--- config.mk ---
export PLATFORM = sky130hd
export DESIGN_NAME = pipeline_ctrl
export DESIGN_NICKNAME = d
export VERILOG_FILES = /design/src/rtl/pipe_ctrl_pkg.sv /design/src/rtl/hazard_detect.sv /design/src/rtl/pipeline_ctrl.sv
export SDC_FILE = /design/constraint.sdc
export NUM_CORES = 1
export LEC_CHECK = 0
export BUFFER_PORTS_ARGS = -buffer_cell sky130_fd_sc_hd__buf_2
export CORE_ASPECT_RATIO = 1.2
export CORE_MARGIN = 2
export CORE_UTILIZATION = 48
export CTS_BUF_LIST = sky130_fd_sc_hd__clkbuf_8 sky130_fd_sc_hd__clkbuf_16
export CTS_CLUSTER_SIZE = 20
export DETAILED_ROUTE_END_ITERATION = 8
export PLACE_DENSITY_LB_ADDON = 0.2
export SLEW_MARGIN = 25
export SYNTH_ARGS = -nofsm -noshare
export SYNTH_HDL_FRONTEND = slang
export SYNTH_SLANG_ARGS = --single-unit
--- constraint.sdc ---
create_clock -name clk -period 1.5 [get_ports clk]
set_input_delay 0.075 -clock clk [delete_from_list [all_inputs] [get_ports clk]]
set_output_delay 0.075 -clock clk [all_outputs]
set_load 0.1 [all_outputs]
--- src/rtl/pipe_ctrl_pkg.sv ---
// Shared stage-condition encodings, FSM states and the per-stage condition bundle for pipeline_ctrl.
// Optional build macro elsewhere in this slice: PIPE_STALL_STATS_EN.
package pipe_ctrl_pkg;

    localparam logic [1:0] COND_FLUSH   = 2'd0;
    localparam logic [1:0] COND_ADVANCE = 2'd1;
    localparam logic [1:0] COND_HOLD    = 2'd2;

    typedef enum logic [1:0] {
        ST_INIT     = 2'd0,
        ST_RUN      = 2'd1,
        ST_MEM_WAIT = 2'd2
    } state_e;

    typedef struct packed {
        logic [1:0] pc;
        logic [1:0] ifid;
        logic [1:0] idex;
        logic [1:0] exmem;
        logic [1:0] memwb;
    } pipe_cond_t;

    function automatic pipe_cond_t cond_all(input logic [1:0] c);
        return '{pc: c, ifid: c, idex: c, exmem: c, memwb: c};
    endfunction

endpackage

--- src/rtl/hazard_detect.sv ---
// Load-use comparator: flags when the load in EX writes a register the ID instruction reads.
module hazard_detect
    import pipe_ctrl_pkg::*;
(
    input  logic       ex_load_i,
    input  logic [4:0] ex_rd_i,
    input  logic [4:0] rs_i,
    input  logic [4:0] rt_i,
    input  logic       rt_valid_i,
    output logic       load_use_o
);

    // r0 is hardwired to zero, so a load targeting it never creates a dependency.
    assign load_use_o = ex_load_i && (ex_rd_i != 5'd0) &&
                        ((ex_rd_i == rs_i) || (rt_valid_i && (ex_rd_i == rt_i)));

endmodule

--- src/rtl/pipeline_ctrl.sv ---
// Pipeline sequencer: post-reset flush, load-use / branch / jump resolution and data-memory stalls.
// Define PIPE_STALL_STATS_EN to add the stall_cycles / flush_events statistics outputs.
module pipeline_ctrl
    import pipe_ctrl_pkg::*;
#(
    parameter int unsigned INIT_FLUSH  = 4,
    parameter int unsigned MEM_TIMEOUT = 255
) (
    input  logic       clk,
    input  logic       rst_n,
    input  logic [4:0] IFID_Rs,
    input  logic [4:0] IFID_Rt,
    input  logic       IFID_UsesRt,
    input  logic       IDEX_MemRead,
    input  logic [4:0] IDEX_RegWriteAddr,
    input  logic       EX_BranchTaken,
    input  logic       ID_Jump,
    input  logic       dmem_req,
    input  logic       dmem_ready,
`ifdef PIPE_STALL_STATS_EN
    output logic [31:0] stall_cycles,
    output logic [31:0] flush_events,
`endif
    output logic [1:0] PC_condition,
    output logic [1:0] IFID_condition,
    output logic [1:0] IDEX_condition,
    output logic [1:0] EXMEM_condition,
    output logic [1:0] MEMWB_condition,
    output logic       mem_err
);

    localparam int unsigned INIT_W = 4;
    localparam int unsigned WAIT_W = 16;

    localparam pipe_cond_t COND_MEM_STALL =
        '{pc: COND_HOLD, ifid: COND_HOLD, idex: COND_HOLD, exmem: COND_HOLD, memwb: COND_FLUSH};
    localparam pipe_cond_t COND_LOAD_USE =
        '{pc: COND_HOLD, ifid: COND_HOLD, idex: COND_FLUSH, exmem: COND_ADVANCE, memwb: COND_ADVANCE};
    localparam pipe_cond_t COND_BRANCH =
        '{pc: COND_ADVANCE, ifid: COND_FLUSH, idex: COND_FLUSH, exmem: COND_ADVANCE, memwb: COND_ADVANCE};
    localparam pipe_cond_t COND_JUMP =
        '{pc: COND_ADVANCE, ifid: COND_FLUSH, idex: COND_ADVANCE, exmem: COND_ADVANCE, memwb: COND_ADVANCE};

    state_e              state_q, state_d;
    logic [INIT_W-1:0]   init_cnt_q, init_cnt_d;
    logic [WAIT_W-1:0]   wait_cnt_q, wait_cnt_d;
    logic                mem_err_q, mem_err_d;
    logic                load_use;
    logic                mem_stall;
    logic                ctrl_flush;
    pipe_cond_t          cond_c;

    hazard_detect u_hazard_detect (
        .ex_load_i  (IDEX_MemRead),
        .ex_rd_i    (IDEX_RegWriteAddr),
        .rs_i       (IFID_Rs),
        .rt_i       (IFID_Rt),
        .rt_valid_i (IFID_UsesRt),
        .load_use_o (load_use)
    );

    assign mem_stall = dmem_req && !dmem_ready;

    // Next state and Mealy stage conditions.
    always_comb begin
        state_d    = state_q;
        init_cnt_d = init_cnt_q;
        wait_cnt_d = wait_cnt_q;
        mem_err_d  = mem_err_q;
        cond_c     = cond_all(COND_ADVANCE);
        ctrl_flush = 1'b0;
        case (state_q)
            ST_INIT: begin
                cond_c = cond_all(COND_FLUSH);
                if (init_cnt_q == INIT_W'(INIT_FLUSH - 1)) begin
                    state_d    = ST_RUN;
                    init_cnt_d = '0;
                end else begin
                    init_cnt_d = init_cnt_q + INIT_W'(1);
                end
            end
            ST_RUN: begin
                if (mem_stall) begin
                    cond_c     = COND_MEM_STALL;
                    state_d    = ST_MEM_WAIT;
                    wait_cnt_d = '0;
                end else if (load_use) begin
                    cond_c = COND_LOAD_USE;
                end else if (EX_BranchTaken) begin
                    cond_c     = COND_BRANCH;
                    ctrl_flush = 1'b1;
                end else if (ID_Jump) begin
                    cond_c     = COND_JUMP;
                    ctrl_flush = 1'b1;
                end
            end
            ST_MEM_WAIT: begin
                if (dmem_ready) begin
                    state_d = ST_RUN;
                end else if (wait_cnt_q == WAIT_W'(MEM_TIMEOUT)) begin
                    // Access is abandoned; the pipeline moves on and the error is latched.
                    mem_err_d = 1'b1;
                    state_d   = ST_RUN;
                end else begin
                    cond_c     = COND_MEM_STALL;
                    wait_cnt_d = wait_cnt_q + WAIT_W'(1);
                end
            end
            default: begin
                cond_c  = cond_all(COND_FLUSH);
                state_d = ST_INIT;
            end
        endcase
    end

    always_ff @(posedge clk or negedge rst_n) begin
        if (!rst_n) begin
            state_q    <= ST_INIT;
            init_cnt_q <= '0;
            wait_cnt_q <= '0;
            mem_err_q  <= 1'b0;
        end else begin
            state_q    <= state_d;
            init_cnt_q <= init_cnt_d;
            wait_cnt_q <= wait_cnt_d;
            mem_err_q  <= mem_err_d;
        end
    end

`ifdef PIPE_STALL_STATS_EN
    logic [31:0] stall_cycles_q, stall_cycles_d;
    logic [31:0] flush_events_q, flush_events_d;

    // Saturating statistics counters.
    always_comb begin
        stall_cycles_d = stall_cycles_q;
        flush_events_d = flush_events_q;
        if ((state_q != ST_INIT) && (cond_c.pc == COND_HOLD) && (stall_cycles_q != 32'hFFFF_FFFF)) begin
            stall_cycles_d = stall_cycles_q + 32'd1;
        end
        if (ctrl_flush && (flush_events_q != 32'hFFFF_FFFF)) begin
            flush_events_d = flush_events_q + 32'd1;
        end
    end

    always_ff @(posedge clk or negedge rst_n) begin
        if (!rst_n) begin
            stall_cycles_q <= '0;
            flush_events_q <= '0;
        end else begin
            stall_cycles_q <= stall_cycles_d;
            flush_events_q <= flush_events_d;
        end
    end

    assign stall_cycles = stall_cycles_q;
    assign flush_events = flush_events_q;
`endif

    assign PC_condition    = cond_c.pc;
    assign IFID_condition  = cond_c.ifid;
    assign IDEX_condition  = cond_c.idex;
    assign EXMEM_condition = cond_c.exmem;
    assign MEMWB_condition = cond_c.memwb;
    assign mem_err         = mem_err_q;

endmodule

Word-level counts from Yosys, hierarchy flattened

Index checks and enable logic that the tools add are counted.

$add $sub $neg: 2
Eq/ne operators: 11
Mux-type cells: 17
Bitwise logic cells: 1
Reductions and logical operators: 12

Operators with widths:

| kind                    | count |
|---|---|
| $mux W16                | 3 |
| $mux W10                | 4 |
| $pmux W16 S2            | 1 |
| $pmux W10 S2            | 1 |
| $add A16 B1 Y16 const B | 1 |
| $eq A16 B8 Y1 const B   | 1 |
| $mux W7                 | 2 |
| $eq A5 B5 Y1            | 2 |
| $mux W2                 | 4 |
| $ne A2 B2 Y1 const B    | 4 |
| $pmux W2 S3             | 1 |
| $reduce_and A3 Y1       | 2 |
| $reduce_bool A5 Y1      | 1 |
| $add A4 B1 Y4 const B   | 1 |
| $eq A4 B2 Y1 const B    | 1 |
| $logic_and A1 B1 Y1     | 4 |
| $mux W4                 | 1 |
| $reduce_and A4 Y1       | 1 |
| $ne A3 B3 Y1 const B    | 1 |
| $eq A2 B1 Y1 const B    | 1 |
| $eq A2 B2 Y1 const B    | 1 |
| $logic_not A2 Y1        | 1 |
| $reduce_bool A2 Y1      | 1 |
| $logic_not A1 Y1        | 1 |
| other kinds (2)         | 2 |

Register bits: 23
Output and inout bits: 11

Depth between registers and ports, before layout

Depth in word-level cells: 7
Mapped depth: 8

By module

From an unflattened synthesis, not the netlist that was laid out.

Cells, all modules: 182
Area, all modules: 1685.4 µm²

Modules (own cells, without submodules):

| module        | times used | cells each | area an instance (µm²) | seq. area each (µm²) |
|---|---|---|---|---|
| pipeline_ctrl | 1          | 165        | 1552.7                 | 575.6 |
| hazard_detect | 1          | 17         | 132.6                  | 0.0 |

Worst setup path after synthesis

No wires, ideal clock.

Path type: register to output
Start point: register wait_cnt_q[8]
End point: output MEMWB_condition[0]
Data arrival time: 3918 ps
Required time: 1425 ps
Setup slack: -2493 ps
Cell stages (with the launch flop): 7
Buffers on the path: 1
Cell sequence: dfrtp_1 -> nor4_4 -> nand4_1 -> or2b_1 -> nand2_1 -> a21boi_0 -> buf_4

Cells in the longest elaborated chain, start to end: 4

Ends and longest elaborated chain:

| element                | RTL line             | text |
|---|---|---|
| from (decl)            | pipeline_ctrl.sv:46  | `logic [WAIT_W-1:0] wait_cnt_q, wait_cnt_d;` |
| from (signal assigned) | pipeline_ctrl.sv:125 | `wait_cnt_q <= wait_cnt_d;` |
| $eq A16 B8 Y1          | pipeline_ctrl.sv:100 | `end else if (wait_cnt_q == WAIT_W'(MEM_TIMEOUT)) begin` |
| $mux W10               | pipeline_ctrl.sv:100 |  |
| $mux W10               | pipeline_ctrl.sv:98  | `if (dmem_ready) begin` |
| $pmux W10 S2           | pipeline_ctrl.sv:72  | `case (state_q)` |
| to (decl)              | pipeline_ctrl.sv:28  | `output logic [1:0] MEMWB_condition,` |

No other way between the ends.

Worst setup path after layout

Start point: register wait_cnt_q[11]
End point: output IFID_condition[0]

Cells in the longest elaborated chain, start to end: 4

Ends and longest elaborated chain:

| element       | RTL line             | text |
|---|---|---|
| $eq A16 B8 Y1 | pipeline_ctrl.sv:100 |  |
| $mux W10      | pipeline_ctrl.sv:100 |  |
| $mux W10      | pipeline_ctrl.sv:98  |  |
| $pmux W10 S2  | pipeline_ctrl.sv:72  |  |
| to (decl)     | pipeline_ctrl.sv:25  | `output logic [1:0] IFID_condition,` |

No other way between the ends.

==> impl_metrics.tcl <==
set metrics [dict create \
    cp-start-kind "flop" \
    number_of_instances_in_the_synthesized_netlist 165 \
    fin_cells 274 \
    post_synth_instance_area_sq_um 1540 \
    timing.final.crit_share_pct 141 \
    rsz0062_at_grt "yes" \
    worst_ir_drop_vdd_mv 2.14 \
    antenna_violations_before_repair 0 \
    syn_area_per_cell_sq_um 9.36 \
    fp.coreArea_sq_um 3060 \
    fin_setup_tns_ps -8810 \
    whs_ps 249 \
    max_slew_vio_count 0 \
    antenna_cells 0 \
    multiplexer_area_fraction_after_synthesis_pct 3.32 \
    critical_path_class "flop to primary output" \
    synth_fa_ha_area_share_pct 4.86 \
    post_place_instance_area_sq_um 2240 \
    post_synth_xor_area_fraction_pct 14.2 \
    synth_top_family_by_area "simple AND/OR/NAND/NOR gates" \
    insertion_delay_ps 260 \
    holdCritPathClass "input port to flop" \
    synth_compound_area_share_pct 7.94 \
    worstRegToRegCells 7 \
    min_period_ps 2120 \
    mappedNetlistNets 194 \
    utilization_pct 81.6 \
    setup.reg_to_reg.worst_slack_ps -310 \
    worst_min_delay_path_endpoint "wait_cnt_q[0]$_DFFE_PN0P_" \
    crit_required_ps 1420 \
    critical_path.endpoint_type "primary output" \
    totalPowerFinal_mw 3.91 \
    die_height_um 66.1 \
    timing.fmax_mhz 473 \
    pin_count 34 \
    synthDistinctLibCells 36 \
    relSlewSlack_pct 65.8 \
    layout.nets 268 \
    routed_wire_length_per_instance_um 16.4 \
    vias_per_cell 5.56 \
    drive_above_1_share_pct 50.8 \
    start_util_pct 50.5 \
    worstMarginPinSlew_ps 513 \
    max_cap_violations 0 \
    cts-root-buf "sky130_fd_sc_hd__clkbuf_8" \
    violations "negative setup slack" \
    antenna_violating_nets_post_route 0 \
    detail_route.first_pass.iterations 4 \
    cellPowerDensity_nw_per_um2 1570 \
    finish.instance_area_sq_um 2490 \
    skew_ps 3.58 \
    drt-initial-drc-count 89 \
    yosys_most_used_dff "sky130_fd_sc_hd__dfrtp_1" \
    grt_start_max_net_pins 24 \
    yosysWarnings 0 \
    hold_depth 3 \
    outcome "complete, but fails checks" \
    synth.ff_latch_count 23 \
    io_buffer_count 32 \
    rr_startpoint "wait_cnt_q[11]$_DFFE_PN0P_" \
    cts-htree-levels 1 \
    setup_ws_ps -616 \
    design.die.area_sq_um 3690 \
    cts.clk_slew.worst_paths_ps 80 \
    fillerInstances 196 \
    synth_enable_flop_cells 0 \
    most-common-layout-cells "sky130_fd_sc_hd__buf_4 (38), sky130_fd_sc_hd__buf_2 (23), sky130_fd_sc_hd__dfrtp_1 (22)" \
    crit-reg2reg-capture "wait_cnt_q[9]$_DFFE_PN0P_" \
    number_of_design_rule_violations_left_after_detail_routing 0 \
    grtUsageTotal_pct 25.8 \
    timing.critical_path.arrival_ps 2040 \
    async_flop_share_pct 100 \
    placement_stage_worst_setup_slack_ps -395 \
    finalHoldViolations 0 \
    clock_sinks 23 \
    routed_wirelength_um 4510 \
    timing.final.setup_violations 28 \
    grt_pass1_vias 1646 \
    ys_seq_area_share_pct 37.3 \
    dp_cells 258 \
    yosys.area_share.simple_pct 28.3 \
    grt_pass1_wl_um 7480 \
    cts_buffer_depth 2 \
    hp-start "dmem_req" \
    path_max_fanout 4 \
    flow.area_growth_from_synthesis_pct 61.5 \
    rows 22 \
    grt_overflow 0 \
    p_leak_nw 1.15 \
    floorplan.die.width_um 55.8 \
    gp_routability_congestion 0.944 \
    layout.cells.most_common "sky130_fd_sc_hd__buf_4" \
    place_hpwl_um 3170 \
    cts_tree "built" \
    cts-buffers-inserted 3 \
    dr_total_vias 1524 \
]
cell usage after synthesis (2+ instances only):
cell	count	area, sq um
sky130_fd_sc_hd__xor2_1	21	184
sky130_fd_sc_hd__o21ai_0	4	20.0
sky130_fd_sc_hd__nand2_1	9	33.8
sky130_fd_sc_hd__dfrtp_1	23	576
sky130_fd_sc_hd__ha_1	6	75.1
sky130_fd_sc_hd__nor2_1	17	63.8
sky130_fd_sc_hd__inv_1	4	15.0
sky130_fd_sc_hd__and4_1	2	17.5
sky130_fd_sc_hd__nand2b_1	5	31.3
sky130_fd_sc_hd__buf_2	3	15.0
sky130_fd_sc_hd__nor3_1	4	20.0
sky130_fd_sc_hd__xnor2_1	4	35.0
sky130_fd_sc_hd__or2b_1	2	15.0
sky130_fd_sc_hd__a21boi_0	2	15.0
sky130_fd_sc_hd__mux2i_1	4	40.0
sky130_fd_sc_hd__and3_1	6	37.5
sky130_fd_sc_hd__nor4_2	2	25.0
sky130_fd_sc_hd__nand3_1	17	85.1
sky130_fd_sc_hd__o21bai_1	2	15.0
sky130_fd_sc_hd__nand4_1	9	56.3
sky130_fd_sc_hd__buf_4	4	30.0
worst max-delay path by stage:
stage                               start                  to  slack, ps  depth (start not counted)
6_report       wait_cnt_q[11]$_DFFE_PN0P_   IFID_condition[0]       -620                          7
5_1_grt        wait_cnt_q[11]$_DFFE_PN0P_   IFID_condition[0]       -690                          7
4_1_cts         wait_cnt_q[8]$_DFFE_PN0P_   IFID_condition[0]       -590                          7
3_5_place_dp   wait_cnt_q[13]$_DFFE_PN0P_   IFID_condition[0]       -390                          7
3_3_place_gp   wait_cnt_q[13]$_DFFE_PN0P_   IFID_condition[0]       -290                          7
2_1_floorplan  wait_cnt_q[11]$_DFFE_PN0P_  MEMWB_condition[0]       -590                          6
power breakdown:
part / leakage (nW) / internal, mW / switching [mW] / total (mW)
registers: 0.311 / 0.720 / 0.107 / 0.827
clock network: 0.0255 / 0.185 / 0.195 / 0.380
logic: 0.810 / 1.13 / 1.57 / 2.70
state kept, by name, indices dropped and copies added (netlist names):
signal / flops
wait_cnt_q: 16
state_q: 2
init_cnt_q: 4
mem_err: 1
worst max-delay path, stage by stage (launching register included):
cell                      delay [ps]
sky130_fd_sc_hd__dfrtp_1         420
sky130_fd_sc_hd__nor4_4          320
sky130_fd_sc_hd__nand4_1         250
sky130_fd_sc_hd__or2b_4          300
sky130_fd_sc_hd__nand3_2          70
sky130_fd_sc_hd__buf_6           140
sky130_fd_sc_hd__o41ai_4          60
sky130_fd_sc_hd__buf_12          220
kinds of logic (layout without fill, tap and decap cells):
logic type,count (synthesis),after routing
DFF,23,23
muxes,5,5
and+or+nand+nor,78,78
xor gates and xnor gates,25,25
other,1,1
buffers and inverters,11,84
adders and majority gates,6,6
AOI/OAI and AO/OA,16,16
layer usage:
| layer | global-route usage (%) | part of all wire [%] | vias up |
|---|---|---|---|
| met3 | 2.74 | 2.6 | 10 |
| li1 | - | - | 722 |
| met4 | 9.15 | 2.6 | 0 |
| met5 | 0 | 0 | - |
| met1 | 28.1 | 38 | 751 |
| met2 | 51.2 | 56 | 41 |
final cells by class:
| cell class | count | area, sq um | share of cell area (%) |
|---|---|---|---|
| Clock buffer | 3 | 41.3 | 1.66 |
| Tap cell | 36 | 45.0 | 1.81 |
| Multi-Input combinational cell | 131 | 1160 | 46.6 |
| Sequential cell | 23 | 577 | 23.1 |
| Timing Repair Buffer | 76 | 647 | 25.9 |
| Inverter | 4 | 17.5 | 0.702 |
| Clock inverter | 1 | 5.00 | 0.201 |
repair_timing:
item	4_1_cts	5_1_grt
buffers inserted	5	8
hold buffers	1	0
cloned	1	0
pin swaps	27	13
endpoints found under the hold margin	23	0
resized for setup	18	6
endpoints found under the setup margin	28	28
Note: power is estimated with default switching activity, not from simulation.
